`src/rtl/fifo_arb_pkg.sv`:
```
// Shared types and helpers for the fifo write-port arbiter.
package fifo_arb_pkg;

    // Arbiter FSM states
    typedef enum logic [0:0] {
        ST_ARB  = 1'b0,
        ST_XFER = 1'b1
    } arb_state_e;

    // Width of each per-requester accepted-word counter
    localparam int unsigned STAT_W = 16;

    // Width of the burst word counter; never narrower than one bit
    function automatic int unsigned cnt_width(input int unsigned burst);
        return (burst > 1) ? int'($clog2(burst)) : 1;
    endfunction

endpackage

```
`src/rtl/fifo_wr_arbiter_rr_pick.sv`:
```
// Combinational round-robin picker: first set request at or above ptr, wrapping.
module rr_pick #(
    parameter  int unsigned NREQ = 4,
    localparam int unsigned IW   = $clog2(NREQ)
) (
    input  logic [NREQ-1:0] i_req,
    input  logic [IW-1:0]   i_ptr,
    output logic [NREQ-1:0] o_onehot,
    output logic [IW-1:0]   o_idx,
    output logic            o_any
);

    int          w_j;
    logic [IW-1:0] w_jj;

    // Scan from the farthest offset down so the nearest request to ptr wins
    always_comb begin
        o_onehot = '0;
        o_idx    = '0;
        o_any    = |i_req;
        w_j      = 0;
        w_jj     = '0;
        for (int k = int'(NREQ) - 1; k >= 0; k--) begin
            w_j  = (int'(i_ptr) + k) % int'(NREQ);
            w_jj = IW'(w_j);
            if (i_req[w_jj]) begin
                o_onehot       = '0;
                o_onehot[w_jj] = 1'b1;
                o_idx          = w_jj;
            end
        end
    end

endmodule

```
`src/rtl/fifo_wr_arbiter.sv`:
```
// Round-robin, burst-bounded arbiter sharing the fifo write port among NREQ producers.
// Optional per-requester word counters are enabled by defining FIFO_ARB_STATS_EN.
module fifo_wr_arbiter
    import fifo_arb_pkg::*;
#(
    parameter int unsigned NREQ  = 4,
    parameter int unsigned DW    = 8,
    parameter int unsigned BURST = 4
) (
    input  logic                   clk_w,
    input  logic                   reset,
    input  logic [NREQ-1:0]        req,
    input  logic [NREQ*DW-1:0]     req_data,
    input  logic [NREQ-1:0]        req_last,
    output logic [NREQ-1:0]        gnt,
    output logic [NREQ-1:0]        ack,
    output logic                   wre,
    output logic [DW-1:0]          wrd,
    input  logic                   full,
    output logic                   busy,
    output logic [NREQ*STAT_W-1:0] stat_words
);

    localparam int unsigned IW = $clog2(NREQ);
    localparam int unsigned CW = cnt_width(BURST);

    arb_state_e      r_state, w_state_nxt;
    logic [NREQ-1:0] r_gnt,   w_gnt_nxt;
    logic [IW-1:0]   r_gidx,  w_gidx_nxt;
    logic [IW-1:0]   r_ptr,   w_ptr_nxt;
    logic [CW-1:0]   r_cnt,   w_cnt_nxt;
    logic            r_busy,  w_busy_nxt;

    logic [NREQ-1:0] w_pick_oh;
    logic [IW-1:0]   w_pick_idx;
    logic            w_pick_any;
    logic            w_wre;
    logic [NREQ-1:0] w_ack;
    logic [DW-1:0]   w_data_arr [NREQ];

    rr_pick #(.NREQ(NREQ)) u_pick (
        .i_req    (req),
        .i_ptr    (r_ptr),
        .o_onehot (w_pick_oh),
        .o_idx    (w_pick_idx),
        .o_any    (w_pick_any)
    );

    // Unpack requester data lanes for the write-data mux
    for (genvar gi = 0; gi < int'(NREQ); gi++) begin : g_lane
        assign w_data_arr[gi] = req_data[gi*DW +: DW];
    end

    // Write strobe only in XFER with the owner still requesting and fifo not full; held off in reset
    assign w_wre = (r_state == ST_XFER) && req[r_gidx] && !full && reset;
    assign w_ack = r_gnt & {NREQ{w_wre}};

    assign wre  = w_wre;
    assign ack  = w_ack;
    assign wrd  = w_data_arr[r_gidx];
    assign gnt  = r_gnt;
    assign busy = r_busy;

    // State register with synchronous active-low reset
    always_ff @(posedge clk_w) begin
        if (!reset) begin
            r_state <= ST_ARB;
            r_gnt   <= '0;
            r_gidx  <= '0;
            r_ptr   <= '0;
            r_cnt   <= '0;
            r_busy  <= 1'b0;
        end else begin
            r_state <= w_state_nxt;
            r_gnt   <= w_gnt_nxt;
            r_gidx  <= w_gidx_nxt;
            r_ptr   <= w_ptr_nxt;
            r_cnt   <= w_cnt_nxt;
            r_busy  <= w_busy_nxt;
        end
    end

    // Next-state: grant on any request in ARB, release on last word, burst limit or dropped request
    always_comb begin
        w_state_nxt = r_state;
        w_gnt_nxt   = r_gnt;
        w_gidx_nxt  = r_gidx;
        w_ptr_nxt   = r_ptr;
        w_cnt_nxt   = r_cnt;
        w_busy_nxt  = r_busy;
        case (r_state)
            ST_ARB: begin
                if (w_pick_any) begin
                    w_state_nxt = ST_XFER;
                    w_gnt_nxt   = w_pick_oh;
                    w_gidx_nxt  = w_pick_idx;
                    w_cnt_nxt   = '0;
                    w_busy_nxt  = 1'b1;
                end
            end
            ST_XFER: begin
                if (w_wre) begin
                    w_cnt_nxt = r_cnt + CW'(1);
                end
                if ((w_wre && req_last[r_gidx]) ||
                    (w_wre && (r_cnt == CW'(BURST - 1))) ||
                    !req[r_gidx]) begin
                    w_state_nxt = ST_ARB;
                    w_gnt_nxt   = '0;
                    w_cnt_nxt   = '0;
                    w_busy_nxt  = 1'b0;
                    w_ptr_nxt   = (r_gidx == IW'(NREQ - 1)) ? '0 : r_gidx + IW'(1);
                end
            end
            default: begin
                w_state_nxt = ST_ARB;
                w_gnt_nxt   = '0;
                w_busy_nxt  = 1'b0;
            end
        endcase
    end

`ifdef FIFO_ARB_STATS_EN
    logic [STAT_W-1:0] r_stat [NREQ];

    // Saturating accepted-word counters, one per requester
    always_ff @(posedge clk_w) begin
        if (!reset) begin
            for (int i = 0; i < int'(NREQ); i++) begin
                r_stat[i] <= '0;
            end
        end else begin
            for (int i = 0; i < int'(NREQ); i++) begin
                if (w_ack[i] && (r_stat[i] != '1)) begin
                    r_stat[i] <= r_stat[i] + STAT_W'(1);
                end
            end
        end
    end

    for (genvar gs = 0; gs < int'(NREQ); gs++) begin : g_stat
        assign stat_words[gs*STAT_W +: STAT_W] = r_stat[gs];
    end
`else
    assign stat_words = '0;
`endif

endmodule

```
`config.mk`:
```
export PLATFORM = sky130hd
export DESIGN_NAME = fifo_wr_arbiter
export DESIGN_NICKNAME = d
export VERILOG_FILES = /design/src/rtl/fifo_arb_pkg.sv /design/src/rtl/fifo_wr_arbiter_rr_pick.sv /design/src/rtl/fifo_wr_arbiter.sv
export SDC_FILE = /design/constraint.sdc
export NUM_CORES = 1
export LEC_CHECK = 0
export CAP_MARGIN = 40
export CELL_PAD_IN_SITES_DETAIL_PLACEMENT = 0
export CELL_PAD_IN_SITES_GLOBAL_PLACEMENT = 1
export CORE_MARGIN = 5
export CORE_UTILIZATION = 24
export DETAILED_ROUTE_END_ITERATION = 10
export PLACE_DENSITY_LB_ADDON = 0.05
export REMOVE_ABC_BUFFERS = 1
export SLEW_MARGIN = 30
export SYNTH_ARGS = -nofsm -noshare
export SYNTH_HDL_FRONTEND = slang
export SYNTH_SLANG_ARGS = --single-unit
```
`constraint.sdc`:
```
create_clock -name clk_w -period 2.7 [get_ports clk_w]
set_input_delay 0.405 -clock clk_w [delete_from_list [all_inputs] [get_ports clk_w]]
set_output_delay 0.405 -clock clk_w [all_outputs]
set_load 0.02 [all_outputs]
```
==> impl_summary.txt <==
----------------------------------------------------
[Floorplan]
  Initial Utilization ... 25.0%
  # IOs ... between 100 and 150
  Vert. Die Dim ... roughly 95 um
  Std-Cell Core Area ... 6870 um2
  Chip Width ... about 95 um
  Number of placement rows ... 30
  Die area ... 8930 um2

[Setup path]
  Worst stage delay on the critical path ... 530 ps
  Worst-path cell chain ... clkdlybuf4s50_1 -> mux4_2 -> nand2_1 -> nor2_4 -> and2_1 -> clkdlybuf4s50_1
  Crit-path most repeated cell ... sky130_fd_sc_hd__clkdlybuf4s50_1
  Endpoint class of the critical path ... output port
  Setup CP Type ... input port to output port
  Start point of the critical path ... req[3]
  Critical path capture point ... ack[0]
  Worst-case reg-to-reg path depth ... 6
  Worst reg-to-reg setup slack ... 600 ps
  Startpoint type of the worst setup path ... input port
  Crit path max fanout ... 5
  Worst Path Required ... 2300 ps
  Crit path max-delay cell type ... sky130_fd_sc_hd__clkdlybuf4s50_1
  Worst r2r dst ... gnt[2]
  Crit Reg-Reg Startpoint ... r_ptr[0]
  Data arrival time of the worst path ... 2220 ps

[Timing]
  Fin. Hold Viols ... 0
  Worst-case hold slack ... 483 ps
  Relative slew slack ... 61.1%
  Achievable Freq ... 380 MHz
  Setup repair after global routing missed its margin ... false
  Fin Setup TNS ... 0 ps
  Shortest period the worst path allows ... 2630 ps
  Fin Clk Skew ... 6.71 ps
  Transition time at the pin with the least slew margin ... 584 ps
  Final setup viols ... 0
  Period utilisation layout ... 97.3%
  Max Transition Viols Final ... 0

[Drt]
  Via density per instance ... ~4.2
  Detailed router's first-iteration violation count ... 47
  Average wire length per cell after detail routing ... 13.6 um
  Initial DRT Pass Iterations ... 4
  Number of design rule violations left after detail routing ... 0
  Final ANT Viol Nets ... 0
  Via Count ... 1460
  Routed Wire Length ... 4770 um

[Hold path]
  Worst hold path class ... flop to flop
  Hold depth ... 1

[Placed design]
  DPL Wire Length ... 3990 um
  Cell area after placement ... roughly 2300 um2
  Cells after DPL ... 347
  Number of buffers inserted by port buffering ... 60
  Placer's final routability congestion estimate ... approximately 0.69

[Synthesis]
  Netlist area before placement ... between 1500 and 2000 um2
  Most frequent cell after synthesis ... sky130_fd_sc_hd__buf_4
  Mean cell area of the mapped netlist ... 9.42 um2
  Cell count after synthesis ... 182
  Commonest cells in the netlist ... sky130_fd_sc_hd__buf_4 (64), sky130_fd_sc_hd__dfxtp_1 (12), sky130_fd_sc_hd__mux4_2 (12), sky130_fd_sc_hd__ha_1 (10), sky130_fd_sc_hd__o21ai_0 (8)
  Number of flops mapped to enable cells by yosys ... 0
  Proportion of netlist area held by the largest area contributor ... 28.0%
  Largest cells by area after synthesis ... sky130_fd_sc_hd__buf_4 (28%), sky130_fd_sc_hd__mux4_2 (16%), sky130_fd_sc_hd__dfxtp_1 (14%), sky130_fd_sc_hd__ha_1 (7.3%), sky130_fd_sc_hd__mux2i_1 (2.9%)
  Predominant post-synthesis flop cell ... sky130_fd_sc_hd__dfxtp_1
  YS warnings ... 0
  Library cell with the largest summed area after synthesis ... sky130_fd_sc_hd__buf_4
  Total of flip-flops plus latches after synthesis ... 12
  Seq/Total Area, Yosys ... 14.0%
  Number of distinct library cell variants in the gate-level netlist after synthesis ... 40
  Share of flip-flops with an asynchronous set or reset after synthesis ... 0%

[Global routing]
  Pin count of the biggest net entering global routing ... 14
  Antenna violations before repair ... 0
  Combined global-route utilization of all metal layers ... approximately 9.7%
  First-pass GRT wire length ... 6980 um
  Congestion Overflow GR ... 0
  Vias in the first global route ... 1406

[Power]
  Logic gate share of total power ... between 50% and 60%
  Total power per unit cell area ... roughly 390 nW/um2
  Int Power ... approximately 0.00054 W
  Max rail drop VDD ... 0.137 mV
  Sequential power share ... 23.4%
  Tot Pwr ... around 0.0009 W
  Clock network power share ... 17.9%
  Static Leakage ... 1.02 nW
  Total net switching power ... 0.000362 W
  Switching part of the total ... 40.1%

[Final layout]
  Final cell area excluding filler cells ... 2330 um2
  Share of post-route cells with drive strength above 1 ... 16.5%
  Non-filler instance count after layout ... 350
  # nets final ... 309
  Layout area overhead ... 36.1%
  Diode insertion count for antenna repair ... 0
  Total of fill cells in the finished design ... 698

[Clock network]
  # clock sinks ... 12
  Source-to-sink clock delay at the later pin of the worst-skew pair ... about 240 ps
  Clock tree from TritonCTS ... done
  Bufs on Longest Clock Path ... 2
  Post-CTS setup repair buffer count ... 0
  Clock Pin Slew Worst Setup and Hold Paths ... about 50 ps
  Number of clock buffers inserted by TritonCTS ... 3
  Clock tree root buffer cell ... sky130_fd_sc_hd__clkbuf_8
  Htree depth ... 1

[Run]
  Max-cap violations ... 0

[Outcome]
  Result of the run ... completed

----------------------------------------------------
[layout by cell type, fill, tap and decap left out, types with 3 or more instances in the layout]
master	instances
sky130_fd_sc_hd__a221oi_1	5
sky130_fd_sc_hd__inv_1	6
sky130_fd_sc_hd__dlymetal6s2s_1	3
sky130_fd_sc_hd__nor2_1	3
sky130_fd_sc_hd__dfxtp_1	12
sky130_fd_sc_hd__clkdlybuf4s50_1	57
sky130_fd_sc_hd__mux4_2	12
sky130_fd_sc_hd__a21oi_1	6
sky130_fd_sc_hd__mux2i_1	5
sky130_fd_sc_hd__buf_4	16
sky130_fd_sc_hd__ha_1	10
sky130_fd_sc_hd__o2bb2ai_1	4
sky130_fd_sc_hd__o21ai_0	8
sky130_fd_sc_hd__clkbuf_8	3
sky130_fd_sc_hd__nor2b_1	3
sky130_fd_sc_hd__and2_1	4
sky130_fd_sc_hd__a21o_2	4
sky130_fd_sc_hd__conb_1	64
[layout make-up]
type | instances | area (um2) | area share, %
multi-input cells | 157 | 1180 | 50.6
repair buffers | 76 | 728 | 31.2
flip-flops and latches | 12 | 240 | 10.3
well taps | 96 | 120 | 5.15
clock buffers | 3 | 41.3 | 1.77
inverters | 6 | 22.5 | 0.966
[power groups by stage]
stage | registers (W) | clock network, W | logic [W]
after CTS | 0.000213 | 0.000169 | 0.000532
after floorplan | 0.000246 | 0 | 0.000289
final | 0.000211 | 0.000162 | 0.000530
after global routing | 0.000216 | 0.000180 | 0.000574
after global placement | 0.000217 | 0 | 0.000537
after detailed placement | 0.000216 | 0 | 0.000530
[timing repair]
item                                    CTS  global route
hold buffers                              0             0
endpoints found under the setup margin    0             4
resized for setup                         0             5
[worst min path at each step]
| stage | start | to | slack [ps] |
|---|---|---|---|
| floorplan | r_cnt[1] | r_cnt[1] | 450 |
| detailed placement | r_cnt[1] | r_cnt[1] | 470 |
| global route | gnt[3] | gnt[3] | 510 |
| finish | gnt[3] | gnt[3] | 480 |
| global placement | r_cnt[1] | r_cnt[1] | 470 |
| CTS | r_cnt[1] | r_cnt[1] | 490 |
[per-layer routing]
layer	vias up	track usage (%)	wire length, um
met3	2	2.23	592
met4	0	1.44	6
met2	100	16.3	2150
met5	-	0	0
met1	673	12.9	2020
li1	685	-	-
[through the flow]
| step | utilization (%) | worst slack (ps) |
|---|---|---|
| 6_report | 34.0 | 71.7 |
| 5_1_grt | 34.0 | 1.87 |
| 4_1_cts | 33.7 | 7.55 |
| 3_5_place_dp | 33.1 | 9.50 |
| 3_3_place_gp | 33.1 | 22.4 |
| 2_1_floorplan | - | 279 |
[critical path, delay by kind of cell]
kind                   cells  cell delay [ps]
muxes                      1              510
buffers and inverters      2              950
and+or+nand+nor            3              360
[state kept, by name, indices dropped and copies added (netlist names)]
name / count
r_state: 1
busy: 1
r_gidx: 2
r_cnt: 2
r_ptr: 2
gnt: 4
[kinds of logic (layout without fill, tap and decap cells)]
logic type               Yosys count  count (layout)  synth area share (%)
AO/OA/AOI/OAI                     42              42                  18.2
multiplexers                      20              20                  21.5
flip-flops                        12              12                  14.0
AND/OR/NAND/NOR                   21              21                  7.30
buffers and inverters             76              85                  31.4
other                              1              64                 0.219
adder cells (fa/ha/maj)           10              10                  7.30
Power figures use the tool's default switching activity.
